### config.mk
export PLATFORM = sky130hd
export DESIGN_NAME = alu_ctrl_pipe_flat
export DESIGN_NICKNAME = d
export VERILOG_FILES = /design/src/rtl/alu_ctrl_pipe_if.sv /design/src/rtl/alu_ctrl_pipe.sv /design/src/flat_wrapper.sv
export SDC_FILE = /design/constraint.sdc
export NUM_CORES = 1
export LEC_CHECK = 0
export BUFFER_PORTS_ARGS = -buffer_cell sky130_fd_sc_hd__clkbuf_2
export CAP_MARGIN = 0
export CORE_UTILIZATION = 30
export CTS_CLUSTER_SIZE = 30
export DETAILED_ROUTE_END_ITERATION = 8
export GPL_TIMING_DRIVEN = 0
export PLACE_DENSITY = 0.57
export REMOVE_ABC_BUFFERS = 1
export SLEW_MARGIN = 20
export SYNTH_ARGS = -nofsm -noshare
export SYNTH_HDL_FRONTEND = slang
export SYNTH_SLANG_ARGS = --single-unit
### constraint.sdc
create_clock -name clk -period 3.1 [get_ports clk]
set_input_delay 0.155 -clock clk [delete_from_list [all_inputs] [get_ports clk]]
set_output_delay 0.155 -clock clk [all_outputs]
set_load 0.02 [all_outputs]
### src/rtl/alu_ctrl_pipe_if.sv
// Decode-request / registered-op bus between main control and the ALU control pipe.
// The master side drives requests and pipeline controls. The slave side returns the registered op.
interface alu_ctrl_pipe_if #(
    parameter int OPC_W = 11,
    parameter int OP_W  = 4
);
    logic             in_valid;
    logic             in_ready;
    logic             stall;
    logic             flush;
    logic [1:0]       alu_op;
    logic [OPC_W-1:0] opcode;
    logic             out_valid;
    logic [OP_W-1:0]  alu_operation;
    logic             illegal;
    logic             busy;

    modport master (
        output in_valid, stall, flush, alu_op, opcode,
        input  in_ready, out_valid, alu_operation, illegal, busy
    );

    modport slave (
        input  in_valid, stall, flush, alu_op, opcode,
        output in_ready, out_valid, alu_operation, illegal, busy
    );
endinterface

### src/rtl/alu_ctrl_pipe.sv
// Registered ALU control decoder for the ID/EX boundary.
// Adds illegal-op detection, stall/flush, a valid/ready handshake, and a MUL/DIV busy sequencer.
module alu_ctrl_pipe #(
    parameter int OPC_W      = 11,
    parameter int OP_W       = 4,
    parameter bit EXT_EN     = 1'b1,
    parameter int MUL_CYCLES = 4,
    parameter int DIV_CYCLES = 16
) (
    input  logic           clk,
    input  logic           reset_n,
    alu_ctrl_pipe_if.slave bus
);
    localparam int CMAX  = (MUL_CYCLES > DIV_CYCLES) ? MUL_CYCLES : DIV_CYCLES;
    localparam int CNT_W = (CMAX > 1) ? $clog2(CMAX) : 1;

    localparam logic [10:0] OPC_AND  = 11'b10001010000;
    localparam logic [10:0] OPC_ORR  = 11'b10101010000;
    localparam logic [10:0] OPC_ADD  = 11'b10001011000;
    localparam logic [10:0] OPC_SUB  = 11'b11001011000;
    localparam logic [10:0] OPC_PASB = 11'b11111000010;
    localparam logic [10:0] OPC_NOR  = 11'b11101010000;
    localparam logic [10:0] OPC_EOR  = 11'b11001010000;
    localparam logic [10:0] OPC_LSL  = 11'b11010011011;
    localparam logic [10:0] OPC_LSR  = 11'b11010011010;
    localparam logic [10:0] OPC_MUL  = 11'b10011011000;
    localparam logic [10:0] OPC_DIV  = 11'b10011010110;
    localparam logic [10:0] OPC_LDUR = 11'b11111000010;
    localparam logic [10:0] OPC_STUR = 11'b11111000000;

    typedef enum logic {S_IDLE, S_BUSY} state_t;

    state_t           state_q;
    logic [CNT_W-1:0] cnt_q;
    logic             out_valid_q;
    logic [OP_W-1:0]  op_q;
    logic             ill_q;

    logic [10:0]      opc;
    logic [OP_W-1:0]  op_d;
    logic             ill_d;
    logic             mul_d;
    logic             div_d;
    logic             accept;

    // Only the top 11 opcode bits carry the function encoding.
    assign opc = bus.opcode[OPC_W-1 -: 11];

    always_comb begin
        op_d  = '0;
        ill_d = 1'b1;
        mul_d = 1'b0;
        div_d = 1'b0;
        case (bus.alu_op)
            2'b10: begin
                case (opc)
                    OPC_AND:  begin op_d = OP_W'(4'd0);  ill_d = 1'b0; end
                    OPC_ORR:  begin op_d = OP_W'(4'd1);  ill_d = 1'b0; end
                    OPC_ADD:  begin op_d = OP_W'(4'd2);  ill_d = 1'b0; end
                    OPC_SUB:  begin op_d = OP_W'(4'd6);  ill_d = 1'b0; end
                    OPC_PASB: begin op_d = OP_W'(4'd7);  ill_d = 1'b0; end
                    OPC_NOR:  begin op_d = OP_W'(4'd12); ill_d = 1'b0; end
                    OPC_EOR:  if (EXT_EN) begin op_d = OP_W'(4'd3); ill_d = 1'b0; end
                    OPC_LSL:  if (EXT_EN) begin op_d = OP_W'(4'd8); ill_d = 1'b0; end
                    OPC_LSR:  if (EXT_EN) begin op_d = OP_W'(4'd9); ill_d = 1'b0; end
                    OPC_MUL:  if (EXT_EN) begin op_d = OP_W'(4'd10); ill_d = 1'b0; mul_d = 1'b1; end
                    OPC_DIV:  if (EXT_EN) begin op_d = OP_W'(4'd11); ill_d = 1'b0; div_d = 1'b1; end
                    default:  ;
                endcase
            end
            2'b00: begin
                if (opc == OPC_LDUR || opc == OPC_STUR) begin
                    op_d  = OP_W'(4'd2);
                    ill_d = 1'b0;
                end
            end
            2'b01: begin
                op_d  = OP_W'(4'd7);
                ill_d = 1'b0;
            end
            default: ;
        endcase
    end

    assign bus.in_ready = !bus.stall && (state_q == S_IDLE);
    assign accept       = bus.in_valid && bus.in_ready && !bus.flush;

    always_ff @(posedge clk or negedge reset_n) begin
        if (!reset_n) begin
            state_q     <= S_IDLE;
            cnt_q       <= '0;
            out_valid_q <= 1'b0;
            op_q        <= '0;
            ill_q       <= 1'b0;
        end else if (bus.flush) begin
            state_q     <= S_IDLE;
            cnt_q       <= '0;
            out_valid_q <= 1'b0;
            ill_q       <= 1'b0;
        end else begin
            // The functional unit cannot be stalled, so the sequencer runs regardless of stall.
            if (state_q == S_BUSY) begin
                if (cnt_q == '0) state_q <= S_IDLE;
                else             cnt_q   <= cnt_q - CNT_W'(1);
            end
            // An accept is impossible while busy, so the sequencer writes never collide.
            if (accept) begin
                out_valid_q <= 1'b1;
                op_q        <= op_d;
                ill_q       <= ill_d;
                if (mul_d) begin
                    state_q <= S_BUSY;
                    cnt_q   <= CNT_W'(MUL_CYCLES - 1);
                end else if (div_d) begin
                    state_q <= S_BUSY;
                    cnt_q   <= CNT_W'(DIV_CYCLES - 1);
                end
            end else if (!bus.stall) begin
                if (state_q == S_IDLE || cnt_q == '0) out_valid_q <= 1'b0;
            end
        end
    end

    assign bus.out_valid     = out_valid_q;
    assign bus.alu_operation = op_q;
    assign bus.illegal       = ill_q;
    assign bus.busy          = (state_q == S_BUSY);
endmodule

### src/flat_wrapper.sv
// flat-port wrapper written by rule: the top's interface ports become plain ports
module alu_ctrl_pipe_flat 
#(
    parameter int OPC_W      = 11,
    parameter int OP_W       = 4,
    parameter bit EXT_EN     = 1'b1,
    parameter int MUL_CYCLES = 4,
    parameter int DIV_CYCLES = 16
)
  (clk, reset_n, bus_in_valid, bus_stall, bus_flush, bus_alu_op, bus_opcode, bus_in_ready, bus_out_valid, bus_alu_operation, bus_illegal, bus_busy);
  alu_ctrl_pipe_if #(.OPC_W(OPC_W), .OP_W(OP_W)) bus_i ();
  input  logic clk;
  input  logic reset_n;
  input wire logic [$bits(bus_i.in_valid)-1:0] bus_in_valid;
  input wire logic [$bits(bus_i.stall)-1:0] bus_stall;
  input wire logic [$bits(bus_i.flush)-1:0] bus_flush;
  input wire logic [$bits(bus_i.alu_op)-1:0] bus_alu_op;
  input wire logic [$bits(bus_i.opcode)-1:0] bus_opcode;
  output wire logic [$bits(bus_i.in_ready)-1:0] bus_in_ready;
  output wire logic [$bits(bus_i.out_valid)-1:0] bus_out_valid;
  output wire logic [$bits(bus_i.alu_operation)-1:0] bus_alu_operation;
  output wire logic [$bits(bus_i.illegal)-1:0] bus_illegal;
  output wire logic [$bits(bus_i.busy)-1:0] bus_busy;
  assign bus_i.in_valid = bus_in_valid;
  assign bus_i.stall = bus_stall;
  assign bus_i.flush = bus_flush;
  assign bus_i.alu_op = bus_alu_op;
  assign bus_i.opcode = bus_opcode;
  assign bus_in_ready = bus_i.in_ready;
  assign bus_out_valid = bus_i.out_valid;
  assign bus_alu_operation = bus_i.alu_operation;
  assign bus_illegal = bus_i.illegal;
  assign bus_busy = bus_i.busy;
  alu_ctrl_pipe #(.OPC_W(OPC_W), .OP_W(OP_W), .EXT_EN(EXT_EN), .MUL_CYCLES(MUL_CYCLES), .DIV_CYCLES(DIV_CYCLES)) u_core (.clk(clk), .reset_n(reset_n), .bus(bus_i));
endmodule
==> impl_metrics.tcl <==
set metrics [dict create \
    outcome "finished clean" \
    power_density_nw_per_um2 317 \
    ios 26 \
    post-dp-hpwl_mm 1.64 \
    ys_types 44 \
    cellLeakagePower_nw 0.450 \
    gp_congestion 0.765 \
    die_x_um 55.9 \
    worst_slack_ns 1.26 \
    diodes 0 \
    cts_inserted_buffers 3 \
    clkPwrFrac 0.295 \
    drt_iter0_drc 14 \
    wire_per_inst_um 13.3 \
    cp.arrival_ns 2.01 \
    grt_pass1_wl_mm 3.59 \
    avgSynthCellArea_um2 8.81 \
    setup_violations 0 \
    setup_tns_ns 0 \
    cts_root_buffer "clkbuf_4" \
    ctsHtreeMaxLevel 1 \
    antenna_found_initial 0 \
    internal-power_mw 0.232 \
    worst_pin_slew_ns 0.655 \
    cp_max_fo 8 \
    drv_slew 0 \
    irDropWorstVdd_uv 151 \
    clk-insertion-delay-late_ns 0.27 \
    max_slew_margin 0.562 \
    fp-row-count 19 \
    synth.most_common_cell "dfrtp_1" \
    synth.yosys.seq_area_share 0.316 \
    pre_cts_ws_ns 1.31 \
    p_seq_frac 0.468 \
    pwr-share-comb 0.236 \
    max_freq_mhz 545 \
    post-route-min-period_ns 1.84 \
    multi_input_area_um2 546 \
    async_reset_ff_frac 1.00 \
    synthToLayoutAreaGrowth_pct 19.7 \
    cts_tree "yes" \
    drive_gt1_frac 0.274 \
    final_nets 144 \
    final_util 0.378 \
    synth_edf_count 0 \
    rsz0062_at_grt "no" \
    cap_viol_max_count 0 \
    grt_usage 0.146 \
    overflow 0 \
    fillers 295 \
    portBuffers 25 \
    critical_path_class "register to register" \
    synth_seq_cells 11 \
    register_area_um2 275 \
    postCtsSetupBuffers 0 \
    core-area_um2 2760 \
    end_kind "register" \
    cts.path.max_buffers 2 \
    synth_common_cells "dfrtp_1 (11), nor2_1 (8), a21oi_1 (7)" \
    vias_per_cell 5.68 \
    p_sw_frac 0.298 \
    drcViolationCount 0 \
    clock-sinks 11 \
    syn_area_um2 872 \
    p_switching_mw 0.0985 \
    netlist.area_leader.share 0.316 \
    start_util 0.316 \
    grt_max_degree 12 \
    ys.flop_type "dfrtp_1" \
    yosysTopAreaCell "dfrtp_1" \
    synth_area_leaders "dfrtp_1 (32%), a21oi_1 (4.0%), nand3b_1 (3.4%)" \
    cp.required_ns 3.27 \
    worstSetupStartpointType "register" \
    vias 880 \
    final_cell_count_no_fill 155 \
    ant_nets 0 \
    grt_pass1_vias 799 \
    drt_wl_total_mm 2.06 \
    yosysWarnings 0 \
    die_h_um 55.9 \
    clkTransAtPathRegs_ns 0.07 \
    syn_inst 99 \
    finalHoldViolations 0 \
    clock_skew_ns 0.00342 \
    die-area_um2 3130 \
    hold_class "input port to register" \
    dpl.cell_count 150 \
    fin_crit_sh 0.592 \
    drt-pass1-iter-count 4 \
]
==> routing by layer <==
metal	vias up	share of wire	wire, µm	GRT usage
li1	440	-	-	-
met1	410	0.50	1030	0.210
met2	26	0.44	910	0.219
met3	4	0.045	93	0.0233
met4	0	0.016	34	0.0627
met5	-	0	0	0
==> logic make-up (layout without fill, tap and decap cells) <==
group | after synthesis | in the layout | share of synthesized area
simple gates | 42 | 42 | 0.313
compound gates | 30 | 30 | 0.255
flops | 11 | 11 | 0.316
buf+inv | 11 | 36 | 0.0588
xor+xnor | 3 | 3 | 0.0301
fa+ha+maj | 1 | 1 | 0.0143
mux | 1 | 1 | 0.0129
==> flip-flops by register name, indices dropped and copies added (netlist names) <==
| signal | flops |
|---|---|
| u_core.bus.busy | 1 |
| u_core.bus.illegal | 1 |
| u_core.bus.alu_operation | 4 |
| u_core.bus.out_valid | 1 |
| u_core.cnt_q | 4 |
==> cell usage in the layout, fill, tap and decap left out, types with 2 or more instances in the layout <==
cell type	count
clkbuf_4	3
or4b_1	2
nand2_1	4
nor2_1	8
a221o_1	2
or3_1	3
o21ai_0	3
nor3_1	3
inv_1	6
o211ai_1	2
dfrtp_1	11
nand3_1	2
clkbuf_2	25
nand4_1	2
xnor2_1	3
a2111o_1	2
nand3b_1	4
a31oi_1	3
nor3b_1	2
nand2b_1	3
a21oi_1	7
o31ai_1	2
==> path summary, 6_finish.rpt <==
kind	from	end	slack [ns]	cells past startpoint
max	u_core.bus.busy$_DFF_PN0_	u_core.bus.illegal$_DFFE_PN0P_	1.26	4
max in group asynchronous	reset_n	u_core.bus.alu_operation[2]$_DFFE_PN0P_	2.58	2
max reg2reg	u_core.bus.busy$_DFF_PN0_	u_core.bus.illegal$_DFFE_PN0P_	1.26	4
min reg2reg	u_core.bus.alu_operation[1]$_DFFE_PN0P_	u_core.bus.alu_operation[1]$_DFFE_PN0P_	0.52	1
min	bus_flush	u_core.cnt_q[1]$_DFF_PN0_	0.16	2
min in group asynchronous	reset_n	u_core.cnt_q[0]$_DFF_PN0_	0.29	2
==> what timing repair did <==
item | in CTS | in global routing
hold buffers | 1 | 0
resized for setup | 0 | 0
endpoints found under the hold margin | 11 | 0
setup endpoints to repair | 0 | 0
==> area by class of cell <==
cell class                 count  share of cell area
multi-input combinational     77               0.523
sequential                    11               0.264
timing repair buffer          26               0.129
tap                           31              0.0372
clock buffer                   4              0.0252
inverter                       6              0.0216
==> power groups by stage <==
stage | Combinational (mW) | Sequential, mW | Clock (mW)
after CTS | 0.0789 | 0.155 | 0.103
after detailed placement | 0.0775 | 0.158 | 0
after floorplan | 0.0301 | 0.167 | 0
final | 0.0781 | 0.155 | 0.0976
after global placement | 0.0764 | 0.157 | 0
after global routing | 0.0867 | 0.156 | 0.115
==> critical path: stages (launching register included) <==
cell and delay, ns:
dfrtp_1 0.44, or4b_1 0.69, nor2_1 0.26, o41ai_1 0.12
o31ai_1 0.23
==> metrics by stage <==
stage | cell area [µm²] | power [mW] | hold slack, ns
floorplan | 843 | 0.197 | -0.141
global placement | 1010 | 0.234 | 0.0445
detailed placement | 1010 | 0.235 | 0.0504
CTS | 1040 | 0.336 | 0.152
global route | 1040 | 0.358 | 0.158
finish | 1040 | 0.330 | 0.161
(Power assumes the default switching activity.)
